File: config.mk
export PLATFORM = sky130hd
export DESIGN_NAME = pipe_hazard_ctrl
export DESIGN_NICKNAME = d
export VERILOG_FILES = /design/src/rtl/pipe_hazard_ctrl.sv
export SDC_FILE = /design/constraint.sdc
export NUM_CORES = 1
export LEC_CHECK = 0
export ABC_AREA = 1
export CORE_MARGIN = 4
export CORE_UTILIZATION = 42
export DETAILED_ROUTE_END_ITERATION = 12
export PLACE_DENSITY = 0.68
export SLEW_MARGIN = 15
export SYNTH_ARGS = -nofsm -noshare
export SYNTH_HDL_FRONTEND = slang
export SYNTH_SLANG_ARGS = --single-unit
File: constraint.sdc
create_clock -name clock -period 1.5 [get_ports clock]
set_input_delay 0.3 -clock clock [delete_from_list [all_inputs] [get_ports clock]]
set_output_delay 0.3 -clock clock [all_outputs]
set_load 0.03 [all_outputs]
File: src/rtl/pipe_hazard_ctrl.sv
// Hazard control for a 5-stage in-order pipeline: load-use / RAW stall detection,
// branch flush and EX operand forwarding, all driven from shadow copies of ID/EX, EX/MEM, MEM/WB.
module pipe_hazard_ctrl #(
   parameter int REG_AW = 5,
   parameter bit FWD_EN = 1'b1,
   parameter int CNT_W  = 16
) (
   input  logic              clock,
   input  logic              reset,
   input  logic [REG_AW-1:0] id_rs,
   input  logic [REG_AW-1:0] id_rt,
   input  logic              id_use_rs,
   input  logic              id_use_rt,
   input  logic              id_valid,
   input  logic [REG_AW-1:0] id_dest,
   input  logic              id_reg_write,
   input  logic              id_mem_read,
   input  logic              branch_taken,
   output logic              stall,
   output logic              flush_ifid,
   output logic              bubble_idex,
   output logic [1:0]        fwd_a,
   output logic [1:0]        fwd_b,
   output logic [CNT_W-1:0]  stall_cycles
);

   typedef struct packed {
      logic              valid;
      logic [REG_AW-1:0] rs;
      logic [REG_AW-1:0] rt;
      logic              use_rs;
      logic              use_rt;
      logic [REG_AW-1:0] dest;
      logic              reg_write;
      logic              mem_read;
   } rec_t;

   localparam logic [1:0] FWD_RF    = 2'b00;
   localparam logic [1:0] FWD_EXMEM = 2'b10;
   localparam logic [1:0] FWD_MEMWB = 2'b01;

   rec_t idex, exmem, memwb, id_rec;
   logic stall_raw;

   // Register 0 is hard-wired, so a write to it can never create a dependency.
   function automatic logic is_src(rec_t r);
      return r.valid & r.reg_write & (r.dest != '0);
   endfunction

   function automatic logic id_match(rec_t r, logic valid, logic use_rs, logic use_rt,
                                     logic [REG_AW-1:0] rs, logic [REG_AW-1:0] rt);
      return valid & is_src(r) & ((use_rs & (rs == r.dest)) | (use_rt & (rt == r.dest)));
   endfunction

   // The younger producer (EX/MEM) wins; a load in EX/MEM has no data yet, so it never forwards.
   function automatic logic [1:0] fwd_sel(rec_t ex_rec, logic use_src, logic [REG_AW-1:0] src,
                                          rec_t em, rec_t mw);
      logic [1:0] sel;
      sel = FWD_RF;
      if (ex_rec.valid && use_src) begin
         if (is_src(em) && (em.dest == src) && !em.mem_read)
            sel = FWD_EXMEM;
         else if (is_src(mw) && (mw.dest == src))
            sel = FWD_MEMWB;
      end
      return sel;
   endfunction

   assign id_rec = '{valid: 1'b1, rs: id_rs, rt: id_rt, use_rs: id_use_rs, use_rt: id_use_rt,
                     dest: id_dest, reg_write: id_reg_write, mem_read: id_mem_read};

   always_comb begin
      stall_raw = 1'b0;
      fwd_a     = FWD_RF;
      fwd_b     = FWD_RF;
      if (FWD_EN) begin
         stall_raw = id_match(idex, id_valid, id_use_rs, id_use_rt, id_rs, id_rt) & idex.mem_read;
         fwd_a     = fwd_sel(idex, idex.use_rs, idex.rs, exmem, memwb);
         fwd_b     = fwd_sel(idex, idex.use_rt, idex.rt, exmem, memwb);
      end else begin
         // Write-before-read regfile: only producers still in EX or MEM must be waited on.
         stall_raw = id_match(idex, id_valid, id_use_rs, id_use_rt, id_rs, id_rt)
                   | id_match(exmem, id_valid, id_use_rs, id_use_rt, id_rs, id_rt);
      end
   end

   // A taken branch squashes the ID instruction, so its hazard is moot.
   assign stall       = stall_raw & ~branch_taken;
   assign flush_ifid  = branch_taken;
   assign bubble_idex = stall | branch_taken;

   always_ff @(posedge clock or negedge reset) begin
      if (!reset) begin
         idex         <= '0;
         exmem        <= '0;
         memwb        <= '0;
         stall_cycles <= '0;
      end else begin
         memwb <= exmem;
         exmem <= idex;
         if (stall || branch_taken || !id_valid)
            idex <= '0;
         else
            idex <= id_rec;
         if (stall && (stall_cycles != '1))
            stall_cycles <= stall_cycles + CNT_W'(1);
      end
   end

endmodule

==> results.py <==
metrics = {
    "run_status": {
        "status": "finished with violations",
        "failed_checks": "negative setup slack",
    },
    "drt": {
        "drtAntennaViolNets": 0,
        "detail_route.drc_violations": 0,
        "routed_wire_length_per_instance_um": 12.4,
        "route.final.wire_length_um": 6390,
        "first_pass_iters": 4,
        "drt_iter0_drc": 153,
        "routed_via_density": 4.70,
        "via_count": 2432,
    },
    "synthesis": {
        "postSynthAreaPerCell_um2": 7.69,
        "async_reset_ff_share_pct": 100,
        "yosysUniqueCellTypes": 31,
        "synth.yosys.seq_area_share_pct": 47.7,
        "synth_seq_cells": 51,
        "synth_warn": 0,
        "synth.net_count": 372,
        "predominant_post_synthesis_flop_cell": "dfrtp_1",
        "syn-instance-count": 348,
        "post_synth_edffs": 0,
        "netlist_area_pre_place_um2": 2680,
    },
    "worst_setup_path": {
        "critPathMaxFanout": 3,
        "arrival_ns": 1.63,
        "timing.critical_path.required_ns": 1.20,
        "critical_path_class": "reg -> out",
        "worstSetupStartpointType": "flop",
        "end_kind": "primary output",
        "worst-r2r-cell-count": 12,
    },
    "die": {
        "die_span_x_um": 87.8,
        "floorplan.die_area_um2": 7720,
        "ports_placed_on_the_boundary": 46,
        "start_util_pct": 44.2,
        "rows": 28,
        "design.core.area_um2": 6060,
        "floorplan.die.height_um": 87.8,
    },
    "timing": {
        "slew_violations": 0,
        "timing.clock.skew_ns": 0.0120,
        "fin_setup_tns_ns": -4.14,
        "finalHoldViolCount": 0,
        "post-route-worst-setup-slack_ns": -0.430,
        "finalSetupViolations": 22,
        "tightestPinTransition_ns": 0.347,
        "fin_crit_sh_pct": 129,
        "finalHoldWorstSlack_ns": 0.361,
        "fmax_mhz": 518,
        "worst_slew_margin_rel_pct": 76.8,
        "setup_repair_after_global_routing_missed_its_margin": "true",
        "finalWorstPathRequiredPeriod_ns": 1.93,
    },
    "finish": {
        "finalNetCount": 465,
        "area_growth_syn_to_layout_pct": 46.9,
        "num_antenna_cells": 0,
        "final.fill_count": 514,
        "post_route_cells_drive_above_1_share_pct": 28.7,
        "finish.utilization_pct": 64.9,
        "finalInstanceArea_um2": 3930,
    },
    "placement": {
        "portBuffers": 45,
        "finalWeightedCongestion": 0.858,
        "dpl.hpwl_um": 4720,
        "detailed_place.area_um2": 3530,
    },
    "pwr": {
        "cell_internal_pwr_uw": 2240,
        "swShare_pct": 22.0,
        "power.ir.vdd_worst_mv": 0.455,
        "p_comb_share_pct": 11.0,
        "pwr-share-seq_pct": 50.3,
        "power_leakage_uw": 0.00204,
        "cellPowerDensity_nw_per_um2": 730,
        "power.share.clock_pct": 38.7,
        "p_sw_uw": 631,
    },
    "run": {
        "max_cap_viol_count": 0,
    },
    "cts": {
        "cts_tree": "yes",
        "clkLatencyLatePin_ns": 0.30,
        "clk_root_buffer_cell": "clkbuf_8",
        "clkSinkCount": 51,
        "clock_slew_at_reported_path_ffs_ns": 0.10,
        "htree_num_levels": 2,
        "clock_tree.buffer_depth": 2,
        "cts_made_buffers": 5,
    },
    "grt": {
        "grt_first_pass_wirelength_um": 10700,
        "first_global_vias": 2434,
        "gr-usage-all-layers_pct": 17.5,
        "grt-ovfl-total": 0,
        "maximum_number_of_pins_on_one_net_before_global_route_repair": 34,
        "number_of_antenna_violations_at_the_first_check_in_global_routing": 0,
    },
    "worst_hold_path": {
        "whs_path_depth": 0,
        "timing.hold.worst.class": "reg -> reg",
    },
}
## layer usage
metal  routed length, µm  global-route usage [%]
met5                   0                       0
met3                 316                    2.92
met1                2980                    24.0
met2                3030                    28.6
met4                  62                    5.02
## flip-flops by register name, indices dropped and copies added, names as in the netlist
register,count
exmem,8
memwb,7
idex,20
stall_cycles,16
## worst max-delay path: stages (launching register included)
cell	delay, ns
dfrtp_1	0.42
xnor2_1	0.20
nand4_1	0.12
nand3b_1	0.21
buf_4	0.15
nor2_1	0.07
buf_4	0.16
## path summary, 6_finish.rpt
check                      slack [ns]               start                            to
max                             -0.43  exmem[4]$_DFF_PN0_                      fwd_a[1]
min                              0.36   idex[1]$_DFF_PN0_            exmem[1]$_DFF_PN0_
max reg2reg                     -0.20   idex[6]$_DFF_PN0_  stall_cycles[13]$_DFFE_PN0P_
min reg2reg                      0.36   idex[1]$_DFF_PN0_            exmem[1]$_DFF_PN0_
max in group asynchronous        0.67               reset   stall_cycles[6]$_DFFE_PN0P_
min in group asynchronous        0.38               reset            exmem[1]$_DFF_PN0_
## final cells by class
| type | count | area [µm²] | area share (%) |
|---|---|---|---|
| Tap cell | 75 | 93.8 | 2.39 |
| Sequential cell | 51 | 1280 | 32.7 |
| Clock inverter | 3 | 67.6 | 1.72 |
| Multi-Input combinational cell | 227 | 1300 | 33.0 |
| Clock buffer | 5 | 68.8 | 1.75 |
| Timing Repair Buffer | 93 | 877 | 22.3 |
| Inverter | 63 | 241 | 6.14 |
## per-stage QoR
stage               std cells  worst slack (ns)  total power (µW)
finish                    517            -0.430              2870
global placement          496            -0.380              1750
detailed placement        496            -0.375              1760
global route              517            -0.553              2990
CTS                       513            -0.443              2860
floorplan                 348           -0.0158              1590
## power by group through the flow
stage | sequential, µW | clock (µW) | combinational (µW)
5_1_grt | 1450 | 1190 | 348
3_5_place_dp | 1470 | 0 | 287
4_1_cts | 1440 | 1130 | 294
6_report | 1440 | 1110 | 314
2_1_floorplan | 1460 | 0 | 124
3_3_place_gp | 1470 | 0 | 283
## kinds of logic after synthesis
group	synth area share, %
buffers and inverters	10.4
xor gates and xnor gates	3.93
AOI/OAI and AO/OA	2.94
adders and majority gates	0.467
and+or+nand+nor	34.6
DFF	47.7
## cell usage in the layout (no fill, tap or decap), drive strengths merged, types with 2 or more instances in the layout
cell type | netlist | final
nor3 | 5 | 5
dlygate4sd2 | 0 | 20
or2 | 3 | 3
nand3 | 28 | 28
nand4 | 16 | 16
dfrtp | 51 | 51
a21oi | 5 | 5
xnor2 | 8 | 8
o21bai | 4 | 4
xor2 | 4 | 4
nor2 | 46 | 46
clkdlybuf4s50 | 0 | 13
bufinv | 0 | 2
o21ai | 2 | 2
nand2 | 98 | 98
nor3b | 2 | 2
clkbuf | 2 | 8
inv | 62 | 62
buf | 5 | 54
## synth_stat cells, drive strengths merged (3+ instances only)
library cell	instances	area (µm²)
nor3	5	25.0
nand3	28	193
xor2	4	35.0
nand2	98	370
nor2	46	178
xnor2	8	70.1
buf	5	33.8
dfrtp	51	1280
a21oi	5	25.0
nand4	16	106
or2	3	18.8
inv	62	233
o21bai	4	30.0
## repair_timing
action,4_1_cts,5_1_grt
pin swaps,13,12
hold buffers,1,0
hold endpoints to repair,8,0
resized for setup,46,31
buffers inserted,7,2
gates cloned,1,2
setup endpoints to repair,32,45
(Power assumes the default switching activity.)
